[src/rtl/if_fetch_queue.sv]
// Instruction-fetch stage: sequential fetch from a 1-cycle inst SRAM into a small
// FIFO, presented to ID with valid/allow-in; handles redirect, stall and ADEF tagging.
module if_fetch_queue #(
    parameter int unsigned FQ_DEPTH = 4,
    parameter logic [31:0] RESET_PC = 32'h1c000000,
    parameter bit          BYPASS   = 1'b1
) (
    input  logic        clk,
    input  logic        reset,
    input  logic        br_taken,
    input  logic [31:0] br_target,
    input  logic        br_stall,
    input  logic        id_allow_in,
    output logic        inst_sram_en,
    output logic [3:0]  inst_sram_we,
    output logic [31:0] inst_sram_addr,
    output logic [31:0] inst_sram_wdata,
    input  logic [31:0] inst_sram_rdata,
    output logic        if_to_id_valid,
    output logic [31:0] if_to_id_pc,
    output logic [31:0] if_to_id_inst,
    output logic        if_to_id_adef
);
    localparam int unsigned PW = $clog2(FQ_DEPTH);
    localparam int unsigned CW = PW + 1;

    // Handshake: an entry transfers to ID in any cycle where if_to_id_valid and
    // id_allow_in are both high; a redirect cycle never transfers.

    logic [31:0]   fetch_pc_q, fetch_pc_d;
    logic [31:0]   req_pc_q, req_pc_d;
    logic          inflight_q, inflight_d;
    logic          halted_q, halted_d;
    logic [PW-1:0] head_q, head_d;
    logic [PW-1:0] tail_q, tail_d;
    logic [CW-1:0] count_q, count_d;

    logic [31:0] fq_pc_q   [FQ_DEPTH];
    logic [31:0] fq_inst_q [FQ_DEPTH];
    logic        fq_adef_q [FQ_DEPTH];

    logic          bypass_hit, out_valid, pop, pop_q_entry, issue;
    logic          push, push_adef;
    logic [PW-1:0] push_idx;
    logic [31:0]   push_pc, push_inst;
    logic [31:0]   out_pc, out_inst;
    logic          out_adef;
    logic [CW:0]   credit;

    always_comb begin
        bypass_hit = BYPASS && (count_q == '0) && inflight_q && !br_taken;
        out_valid  = !reset && !br_taken && ((count_q != '0) || bypass_hit);

        if (count_q != '0) begin
            out_pc   = fq_pc_q[head_q];
            out_inst = fq_inst_q[head_q];
            out_adef = fq_adef_q[head_q];
        end else begin
            out_pc   = req_pc_q;
            out_inst = inst_sram_rdata;
            out_adef = 1'b0;
        end

        pop         = out_valid && id_allow_in;
        pop_q_entry = pop && (count_q != '0);
        // Slots already committed after this cycle: queued + returning - leaving.
        credit = {1'b0, count_q} + (CW+1)'(inflight_q) - (CW+1)'(pop);
        issue  = !reset && !br_stall && !halted_q && (credit < (CW+1)'(FQ_DEPTH));
    end

    always_comb begin
        fetch_pc_d     = fetch_pc_q;
        req_pc_d       = req_pc_q;
        inflight_d     = 1'b0;
        halted_d       = halted_q;
        head_d         = head_q;
        tail_d         = tail_q;
        count_d        = count_q;
        push           = 1'b0;
        push_idx       = tail_q;
        push_pc        = req_pc_q;
        push_inst      = inst_sram_rdata;
        push_adef      = 1'b0;
        inst_sram_en   = 1'b0;
        inst_sram_addr = fetch_pc_q;

        if (reset) begin
            fetch_pc_d     = RESET_PC;
            halted_d       = 1'b0;
            head_d         = '0;
            tail_d         = '0;
            count_d        = '0;
            inst_sram_addr = '0;
        end else if (br_taken) begin
            // Flush everything, including the response returning this cycle.
            halted_d = 1'b0;
            head_d   = '0;
            tail_d   = '0;
            count_d  = '0;
            if (br_target[1:0] == 2'b00) begin
                inst_sram_en   = 1'b1;
                inst_sram_addr = br_target;
                fetch_pc_d     = br_target + 32'd4;
                inflight_d     = 1'b1;
                req_pc_d       = br_target;
            end else begin
                push      = 1'b1;
                push_idx  = '0;
                push_pc   = br_target;
                push_inst = '0;
                push_adef = 1'b1;
                tail_d    = PW'(1);
                count_d   = CW'(1);
                halted_d  = 1'b1;
            end
        end else begin
            if (issue) begin
                inst_sram_en = 1'b1;
                fetch_pc_d   = fetch_pc_q + 32'd4;
                inflight_d   = 1'b1;
                req_pc_d     = fetch_pc_q;
            end
            push = inflight_q && !(bypass_hit && id_allow_in);
            if (push) begin
                tail_d = tail_q + PW'(1);
            end
            if (pop_q_entry) begin
                head_d = head_q + PW'(1);
            end
            count_d = count_q + CW'(push) - CW'(pop_q_entry);
        end
    end

    always_ff @(posedge clk) begin
        fetch_pc_q <= fetch_pc_d;
        req_pc_q   <= req_pc_d;
        inflight_q <= inflight_d;
        halted_q   <= halted_d;
        head_q     <= head_d;
        tail_q     <= tail_d;
        count_q    <= count_d;
        if (push) begin
            fq_pc_q[push_idx]   <= push_pc;
            fq_inst_q[push_idx] <= push_inst;
            fq_adef_q[push_idx] <= push_adef;
        end
    end

    assign inst_sram_we    = 4'b0000;
    assign inst_sram_wdata = 32'h0;
    assign if_to_id_valid  = out_valid;
    assign if_to_id_pc     = out_valid ? out_pc   : 32'h0;
    assign if_to_id_inst   = out_valid ? out_inst : 32'h0;
    assign if_to_id_adef   = out_valid && out_adef;

endmodule

[config.mk]
export PLATFORM = sky130hd
export DESIGN_NAME = if_fetch_queue
export DESIGN_NICKNAME = d
export VERILOG_FILES = /design/src/rtl/if_fetch_queue.sv
export SDC_FILE = /design/constraint.sdc
export NUM_CORES = 1
export LEC_CHECK = 0
export BUFFER_PORTS_ARGS = -buffer_cell sky130_fd_sc_hd__clkbuf_2
export CORE_MARGIN = 2
export CORE_UTILIZATION = 45
export DETAILED_ROUTE_END_ITERATION = 8
export GPL_TIMING_DRIVEN = 0
export PLACE_DENSITY = 0.66
export SKIP_CTS_REPAIR_TIMING = 1
export SKIP_LAST_GASP = 1
export SLEW_MARGIN = 0
export SYNTH_ARGS = -nofsm -noshare
export SYNTH_HDL_FRONTEND = slang
export SYNTH_SLANG_ARGS = --single-unit
export TNS_END_PERCENT = 50
[constraint.sdc]
create_clock -name clk -period 9.85 [get_ports clk]
set_input_delay 1.97 -clock clk [delete_from_list [all_inputs] [get_ports clk]]
set_output_delay 1.97 -clock clk [all_outputs]
set_load 0.1 [all_outputs]
==> results of run 1 <==
[Yosys cell counts, types with 7 or more instances]
master | instances | area share (%)
a21o_1 | 10 | 0.48
a21oi_1 | 106 | 3.4
a32o_1 | 9 | 0.58
buf_1 | 7 | 0.17
buf_2 | 21 | 0.68
buf_4 | 37 | 1.8
clkbuf_1 | 47 | 1.1
dfxtp_1 | 43 | 5.5
edfxtp_1 | 292 | 56
inv_1 | 24 | 0.58
mux2_2 | 48 | 3.5
mux2i_1 | 11 | 0.71
mux4_2 | 65 | 9.4
nand2_1 | 165 | 4.0
nand3_1 | 68 | 2.2
nand4_1 | 19 | 0.76
nor2_1 | 15 | 0.36
nor2b_1 | 39 | 1.6
o21ai_0 | 10 | 0.32
xnor2_1 | 16 | 0.90
[layer usage]
metal  track usage (%)  routed length (um)  up-vias
li1                  -                   -     4817
met1             31.36               17830     5202
met2             36.52               19620      359
met3             2.988                2149       66
met4             7.126                1015        0
met5                 0                   0        -
[cell families after synthesis]
logic type	after synthesis	share of synthesized area, %
AND/OR/NAND/NOR	360	11.51
flip-flops	335	61.88
AO/OA/AOI/OAI	171	6.746
buffers and inverters	139	4.559
multiplexers	124	13.59
XOR/XNOR	19	1.069
adder cells (fa/ha/maj)	7	0.6111
other	1	0.02410
[layout make-up]
class / instances / area [um2]
plain buffers: 115 / 619.3
clock buffers: 47 / 1005
multi-input cells: 717 / 5380
clock inverters: 17 / 113.9
fillers: 2898 / 15840
repair buffers: 181 / 1031
well taps: 455 / 569.3
flip-flops and latches: 335 / 9629
inverters: 24 / 90.09
diodes: 3 / 7.507
[metrics by stage]
stage	util (%)	setup slack, ns	instance area [um2]	total power [mW]
floorplan	-	0.09152	15690	1.951
global placement	49.83	-5.491	17090	2.056
detailed placement	50.51	1.424	17320	2.062
CTS	53.77	1.417	18440	3.344
global route	53.80	1.063	18450	3.431
finish	53.80	1.410	18450	3.319
[worst max-delay path by stage]
stage	from	to	slack, ns	cells after the start
after floorplan	br_taken	fq_adef_q[1]$_DFFE_PP_	0.09	6
after global placement	br_taken	fq_pc_q[1][9]$_DFFE_PP_	-5.49	6
after detailed placement	br_taken	inst_sram_en	1.42	17
after CTS	br_taken	inst_sram_en	1.42	17
after global routing	br_taken	inst_sram_en	1.06	17
final	br_taken	inst_sram_en	1.41	17
[tightest hold or removal path, delay by kind of cell, from the launching register on]
| family | cells | cell delay [ns] |
|---|---|---|
| flops | 1 | 0.33 |
| simple gates | 1 | 0.06 |
| compound gates | 1 | 0.05 |
[registers in the layout (all words and copies together), names as in the netlist, named ones only]
register / count
halted_q: 1
count_q: 3
req_pc_q: 32
inflight_q: 1
head_q: 2
tail_q: 2
fetch_pc_q: 32
fq_pc_q: 128
fq_inst_q: 128
fq_adef_q: 4
[power groups by stage]
| stage | registers (mW) | clock network [mW] | logic, mW |
|---|---|---|---|
| finish | 1.59 | 1.28 | 0.445 |
| detailed placement | 1.62 | 0 | 0.444 |
| CTS | 1.59 | 1.31 | 0.445 |
| floorplan | 1.62 | 0 | 0.335 |
| global placement | 1.62 | 0 | 0.434 |
| global route | 1.59 | 1.37 | 0.472 |
==> report_table.html, run 1 <==
<table>
<tr><th>Metric</th><th>Value</th></tr>
<tr><th colspan="2">Critical path</th></tr>
<tr><td>Critical path class</td><td>primary input to output port</td></tr>
<tr><td>Crit path required time</td><td>7.88 ns</td></tr>
<tr><td>Critical path data arrival time</td><td>6.47 ns</td></tr>
<tr><td>Buf/Inv on CP</td><td>8</td></tr>
<tr><td>Slack of the worst reg-to-reg path</td><td>approximately 5.3 ns</td></tr>
<tr><td>Delay of the slowest cell on the worst path</td><td>0.54 ns</td></tr>
<tr><td>Worst-path fanout max</td><td>10</td></tr>
<tr><td>Startpoint type of the worst setup path</td><td>primary input</td></tr>
<tr><td>Endpoint type of the worst setup path</td><td>output port</td></tr>
<tr><td>Crit path top cell by count</td><td>buf_2</td></tr>
<tr><td>Length in cells of the worst reg-to-reg path</td><td>14</td></tr>
<tr><td>CP max-delay cell</td><td>clkbuf_1</td></tr>
<tr><td>Kind of cell adding the most delay to the critical path</td><td>buffers and inverters</td></tr>
<tr><td>Worst reg2reg path startpoint</td><td>count_q[0]$_SDFF_PP0_</td></tr>
<tr><td>Cell-by-cell listing of the critical path</td><td>buf_6, buf_2, buf_2, buf_2, nor2_1, o21ai_1, clkbuf_1, nor2_1, ha_1, inv_1, ha_1, and3b_1, o2111ai_1, nand3_1, nand2b_1, inv_1, clkbuf_2</td></tr>
<tr><td>Reg-to-Reg End</td><td>fetch_pc_q[24]$_SDFFE_PP0P_</td></tr>
<tr><th colspan="2">Placement</th></tr>
<tr><td>Routability-driven placement congestion ratio</td><td>0.9230</td></tr>
<tr><td>Port Buffer Count</td><td>165</td></tr>
<tr><td>Sum of net half-perimeters after detailed placement</td><td>28.14 mm</td></tr>
<tr><td>Placed instance count</td><td>1827</td></tr>
<tr><th colspan="2">Job</th></tr>
<tr><td>Reported max-cap violation count</td><td>0</td></tr>
<tr><th colspan="2">Layout</th></tr>
<tr><td>Commonest non-fill, non-tap cells in the layout</td><td>292 x edfxtp_1, 165 x nand2_1, 165 x clkbuf_2, 105 x a21oi_1, 68 x nand3_1</td></tr>
<tr><td>Leading cell type in the layout, fill and taps excluded</td><td>edfxtp_1</td></tr>
<tr><td>Syn-to-layout area delta</td><td>18.54%</td></tr>
<tr><td>Ratio of cells with drive above 1 in the final layout</td><td>29.39%</td></tr>
<tr><td>Number of cells in the finished layout apart from fillers</td><td>1894</td></tr>
<tr><td>Number of nets in the layout</td><td>between 1000 and 1500</td></tr>
<tr><th colspan="2">STA</th></tr>
<tr><td>Post-route setup TNS</td><td>0 ns</td></tr>
<tr><td>Setup repair after global routing missed its margin</td><td>false</td></tr>
<tr><td>Max transition margin</td><td>39.17%</td></tr>
<tr><td>Setup clock skew after layout</td><td>0.01212 ns</td></tr>
<tr><td>Final period demand of the worst path</td><td>8.440 ns</td></tr>
<tr><td>Final slew viol count</td><td>0</td></tr>
<tr><td>Measured slew at the worst slew-check pin</td><td>0.9047 ns</td></tr>
<tr><td>Number of failing hold endpoints at the final stage</td><td>0</td></tr>
<tr><td>Final setup fails</td><td>0</td></tr>
<tr><td>Period Utilization, post-route</td><td>between 80 and 90%</td></tr>
<tr><td>Post-route worst hold slack</td><td>0.4854 ns</td></tr>
<tr><td>F_max</td><td>0.1185 GHz</td></tr>
<tr><th colspan="2">Synthesis</th></tr>
<tr><td>Gate Count Post-Synth</td><td>1156</td></tr>
<tr><td>Cell area after synthesis</td><td>15560 um2</td></tr>
<tr><td>Number of synthesis warnings</td><td>0</td></tr>
<tr><td>Share of synthesized registers carrying an async set or reset</td><td>0%</td></tr>
<tr><td>Number of enable-type register cells in the synthesized netlist</td><td>292</td></tr>
<tr><td>Mean instance size in the synthesized netlist</td><td>13.46 um2</td></tr>
<tr><td>Number of register bits inferred by synthesis</td><td>335</td></tr>
<tr><td>Count of cell types in the netlist</td><td>61</td></tr>
<tr><td>Most used flip-flop cell after synthesis</td><td>edfxtp_1</td></tr>
<tr><td>Part of the Yosys area used for sequential elements</td><td>61.88%</td></tr>
<tr><th colspan="2">Route</th></tr>
<tr><td>Average wire per standard cell</td><td>21.44 um</td></tr>
<tr><td>DRT antenna net count</td><td>0</td></tr>
<tr><td>Total via count after detailed routing</td><td>approximately 10000</td></tr>
<tr><td>Violation count after the first detailed-route iteration</td><td>around 760</td></tr>
<tr><td>1st-pass router iterations</td><td>5</td></tr>
<tr><td>Total detailed-routing wirelength</td><td>40.61 mm</td></tr>
<tr><td>Detail-routed via count per cell</td><td>5.514</td></tr>
<tr><td>Post-route DRC</td><td>0</td></tr>
<tr><th colspan="2">Global routing</th></tr>
<tr><td>Number of antenna violations at the first check in global routing</td><td>3</td></tr>
<tr><td>Overall routing resource usage</td><td>between 20% and 30%</td></tr>
<tr><td>Number of global-route vias before repair</td><td>a little over 10000</td></tr>
<tr><td>Remaining Overflow, GRT</td><td>0</td></tr>
<tr><td>First-pass GRT wire length</td><td>61.09 mm</td></tr>
<tr><td>Pin count of the biggest net entering global routing</td><td>50</td></tr>
<tr><th colspan="2">Clocking</th></tr>
<tr><td>CTS tree</td><td>built</td></tr>
<tr><td>Count of clock tree sinks</td><td>335</td></tr>
<tr><td>CTS Buf Count</td><td>37</td></tr>
<tr><td>CTS clock-pin slew for the worst setup and hold paths</td><td>0.06 ns</td></tr>
<tr><td>Clock root cell</td><td>clkbuf_16</td></tr>
<tr><td>Clock insertion delay at the later pin of the skew report</td><td>around 0.52 ns</td></tr>
<tr><td>Max Buffers Root-to-Sink</td><td>3</td></tr>
<tr><td># H-tree levels</td><td>2</td></tr>
<tr><th colspan="2">Worst hold path</th></tr>
<tr><td>Start point of the worst hold path</td><td>fetch_pc_q[7]$_SDFFE_PP0P_</td></tr>
<tr><td>Worst min-delay path endpoint</td><td>fetch_pc_q[7]$_SDFFE_PP0P_</td></tr>
<tr><td>Number of stages on the worst hold path</td><td>2</td></tr>
<tr><td>Hold Path Class</td><td>flop to flop</td></tr>
<tr><th colspan="2">Pwr</th></tr>
<tr><td>NetSw</td><td>a little under 0.9 mW</td></tr>
<tr><td>Ratio of total power to cell area</td><td>180.0 nW/um2</td></tr>
<tr><td>Net switching fraction of the power</td><td>26.87%</td></tr>
<tr><td>Gate power share</td><td>13.4%</td></tr>
<tr><td>Clock network power share</td><td>between 30% and 40%</td></tr>
<tr><td>Total leakage power</td><td>6.548 nW</td></tr>
<tr><td>Cell Int Power</td><td>around 2.4 mW</td></tr>
<tr><td>Worst IR drop on VDD</td><td>about 0.00014 V</td></tr>
<tr><td>Share of total power in sequential cells</td><td>a little under half</td></tr>
<tr><th colspan="2">Floorplan</th></tr>
<tr><td>Die boundary width</td><td>190.0 um</td></tr>
<tr><td>Ports</td><td>204</td></tr>
<tr><td>Core area</td><td>34290 um2</td></tr>
<tr><td>Vert. Die Dim</td><td>190.0 um</td></tr>
<tr><td>DIE AREA</td><td>around 36000 um2</td></tr>
<tr><td>Effective utilization at floorplan</td><td>roughly 45%</td></tr>
<tr><td># rows</td><td>68</td></tr>
<tr><th colspan="2">Outcome</th></tr>
<tr><td>Outcome</td><td>finished clean</td></tr>
</table>
Note: power is estimated with default switching activity, not from simulation.
==> inputs of run 2 (changes only) <==
PLACE_DENSITY = 0.67   (was 0.66)
==> report_table.html, run 2 (synthesized netlist as in run 1, its figures left out) <==
<table>
<tr><th>Metric</th><th>Value</th></tr>
<tr><th colspan="2">Outcome</th></tr>
<tr><td>Outcome</td><td>finished clean</td></tr>
<tr><th colspan="2">STA</th></tr>
<tr><td>Setup slack after layout</td><td>roughly 1.4 ns</td></tr>
<tr><td>Setup clock skew after layout</td><td>around 0.015 ns</td></tr>
<tr><td>Post-route setup TNS</td><td>0 ns</td></tr>
<tr><td>Measured slew at the worst slew-check pin</td><td>0.9186 ns</td></tr>
<tr><td>Setup repair after global routing missed its margin</td><td>false</td></tr>
<tr><td>Max transition margin</td><td>approximately two fifths</td></tr>
<tr><td>Period Utilization, post-route</td><td>85.56%</td></tr>
<tr><td>Final slew viol count</td><td>0</td></tr>
<tr><td>Final period demand of the worst path</td><td>8.427 ns</td></tr>
<tr><td>F_max</td><td>0.1187 GHz</td></tr>
<tr><td>Final setup fails</td><td>0</td></tr>
<tr><td>Number of failing hold endpoints at the final stage</td><td>0</td></tr>
<tr><th colspan="2">Layout</th></tr>
<tr><td>Commonest non-fill, non-tap cells in the layout</td><td>292 x edfxtp_1, 165 x nand2_1, 165 x clkbuf_2, 105 x a21oi_1, 68 x nand3_1</td></tr>
<tr><td>Leading cell type in the layout, fill and taps excluded</td><td>edfxtp_1</td></tr>
<tr><td>Area used by multi-input combinational logic</td><td>5380 um2</td></tr>
<tr><td>Ratio of cells with drive above 1 in the final layout</td><td>29.28%</td></tr>
<tr><td>Largest regs</td><td>fq_inst_q x128, fq_pc_q x128</td></tr>
<tr><td>Number of nets in the layout</td><td>1486</td></tr>
<tr><td>Syn-to-layout area delta</td><td>18.74%</td></tr>
<tr><td>Fill count</td><td>2902</td></tr>
<tr><td>Area occupied by registers</td><td>9629 um2</td></tr>
<tr><th colspan="2">Placement</th></tr>
<tr><td>Sum of net half-perimeters after detailed placement</td><td>28.60 mm</td></tr>
<tr><td>Routability-driven placement congestion ratio</td><td>0.9690</td></tr>
<tr><td>Port Buffer Count</td><td>165</td></tr>
<tr><td>Minimum setup slack after placement</td><td>1.470 ns</td></tr>
<tr><th colspan="2">Critical path</th></tr>
<tr><td>CP max-delay cell</td><td>clkbuf_1</td></tr>
<tr><td>Delay of the slowest cell on the worst path</td><td>0.57 ns</td></tr>
<tr><td>Crit path top cell by count</td><td>buf_2</td></tr>
<tr><td>Cell-by-cell listing of the critical path</td><td>buf_6, buf_2, buf_2, buf_2, nor2_1, o21ai_1, clkbuf_1, nor2_1, ha_1, inv_1, ha_1, and3b_1, o2111ai_1, nand3_1, nand2b_1, inv_1, clkbuf_2</td></tr>
<tr><td>Critical path data arrival time</td><td>between 6 and 7 ns</td></tr>
<tr><td>Startpoint type of the worst setup path</td><td>primary input</td></tr>
<tr><td>Critical path class</td><td>primary input to output port</td></tr>
<tr><td>Endpoint type of the worst setup path</td><td>output port</td></tr>
<tr><td>Worst-path fanout max</td><td>10</td></tr>
<tr><td>Crit path required time</td><td>7.88 ns</td></tr>
<tr><th colspan="2">Floorplan</th></tr>
<tr><td>DIE AREA</td><td>36080 um2</td></tr>
<tr><td>Die boundary width</td><td>190.0 um</td></tr>
<tr><td>Core area</td><td>34290 um2</td></tr>
<tr><td># rows</td><td>68</td></tr>
<tr><td>Effective utilization at floorplan</td><td>45.38%</td></tr>
<tr><td>Vert. Die Dim</td><td>190.0 um</td></tr>
<tr><td>Ports</td><td>204</td></tr>
<tr><th colspan="2">Pwr</th></tr>
<tr><td>Total leakage power</td><td>around 6.6 nW</td></tr>
<tr><td>Share of total power in sequential cells</td><td>47.3%</td></tr>
<tr><td>Cell Int Power</td><td>between 2 and 2.5 mW</td></tr>
<tr><td>Ratio of total power to cell area</td><td>182.1 nW/um2</td></tr>
<tr><td>Net switching fraction of the power</td><td>a little over a quarter</td></tr>
<tr><td>Power after layout</td><td>about 3.4 mW</td></tr>
<tr><td>Worst IR drop on VDD</td><td>0.0001258 V</td></tr>
<tr><td>Gate power share</td><td>13.3%</td></tr>
<tr><td>NetSw</td><td>0.9040 mW</td></tr>
<tr><td>Clock network power share</td><td>about two fifths</td></tr>
<tr><th colspan="2">Worst hold path</th></tr>
<tr><td>Hold Path Class</td><td>flop to flop</td></tr>
<tr><th colspan="2">Route</th></tr>
<tr><td>Average wire per standard cell</td><td>21.74 um</td></tr>
<tr><td>Violation count after the first detailed-route iteration</td><td>994</td></tr>
<tr><td>Total detailed-routing wirelength</td><td>41.20 mm</td></tr>
<tr><td>1st-pass router iterations</td><td>5</td></tr>
<tr><td>Total via count after detailed routing</td><td>approximately 11000</td></tr>
<tr><td>DRT antenna net count</td><td>0</td></tr>
<tr><td>Detail-routed via count per cell</td><td>~5.6</td></tr>
<tr><td>Post-route DRC</td><td>0</td></tr>
<tr><th colspan="2">Global routing</th></tr>
<tr><td>Remaining Overflow, GRT</td><td>0</td></tr>
<tr><td>Number of antenna violations at the first check in global routing</td><td>1</td></tr>
<tr><td>Number of global-route vias before repair</td><td>10420</td></tr>
<tr><td>Pin count of the biggest net entering global routing</td><td>42</td></tr>
<tr><td>First-pass GRT wire length</td><td>~62 mm</td></tr>
<tr><td>Overall routing resource usage</td><td>22.64%</td></tr>
<tr><th colspan="2">Clocking</th></tr>
<tr><td># H-tree levels</td><td>2</td></tr>
<tr><td>CTS clock-pin slew for the worst setup and hold paths</td><td>0.06 ns</td></tr>
<tr><td>CTS tree</td><td>built</td></tr>
<tr><td>Clock insertion delay at the later pin of the skew report</td><td>0.52 ns</td></tr>
<tr><td>Clock root cell</td><td>clkbuf_16</td></tr>
<tr><td>CTS Buf Count</td><td>37</td></tr>
<tr><td>Max Buffers Root-to-Sink</td><td>3</td></tr>
<tr><td>Count of clock tree sinks</td><td>335</td></tr>
<tr><th colspan="2">Job</th></tr>
<tr><td>Reported max-cap violation count</td><td>0</td></tr>
</table>
[run 2: cell types whose count changed in the layout (fill, tap and decap cells not counted), sizes merged]
cell	delta
inv	+1
bufinv	+2
buf	-1
clkbuf	-1
clkinvlp	+1
diode	-1
[run 2: worst max-delay path, delay by kind of cell]
kind / cells / cell delay (ns)
AOI/OAI and AO/OA: 2 / 0.78
buffers and inverters: 8 / 2.22
adders and majority gates: 2 / 0.43
and+or+nand+nor: 5 / 1.04
[run 2: area by class of cell]
cell class              count  area share [%]
diodes                      2         0.02709
clock buffers              46           5.249
flip-flops and latches    335           52.12
well taps                 455           3.081
multi-input cells         717           29.12
plain buffers             115           3.352
repair buffers            180           5.560
clock inverters            21           1.002
inverters                  24          0.4876
[run 2: metrics by stage]
step	std cells	hold WS, ns	cell area, um2	utilization [%]
after global routing	1894	0.5170	18470	53.88
final	1895	0.4776	18480	53.88
after global placement	1811	0.4669	17090	49.83
after CTS	1893	0.4771	18470	53.87
after detailed placement	1826	0.4617	17320	50.50
after floorplan	1191	0.4444	15690	-
[run 2: worst paths after layout]
path | startpoint | cells after the start | end | slack, ns
min reg2reg | fetch_pc_q[7]$_SDFFE_PP0P_ | 2 | fetch_pc_q[7]$_SDFFE_PP0P_ | 0.48
max | br_taken | 17 | inst_sram_en | 1.42
max reg2reg | count_q[0]$_SDFF_PP0_ | 14 | fetch_pc_q[30]$_SDFFE_PP0P_ | 5.35
min | fetch_pc_q[7]$_SDFFE_PP0P_ | 2 | fetch_pc_q[7]$_SDFFE_PP0P_ | 0.48
[run 2: layer usage]
layer / wire length (um) / up-vias / part of all wire (%) / track usage (%)
met1: 17750 / 5229 / 43 / 31.50
met3: 2401 / 64 / 5.8 / 2.564
met2: 20110 / 410 / 49 / 38.12
li1: - / 4818 / - / -
met4: 938 / 0 / 2.3 / 5.933
met5: 0 / - / 0 / 0
[run 2: power by group through the flow]
stage               Clock (mW)  Sequential [mW]  Combinational [mW]
finish                    1.33             1.59               0.447
global route              1.40             1.59               0.474
CTS                       1.35             1.59               0.447
detailed placement           0             1.62               0.445
global placement             0             1.62               0.435
floorplan                    0             1.62               0.335
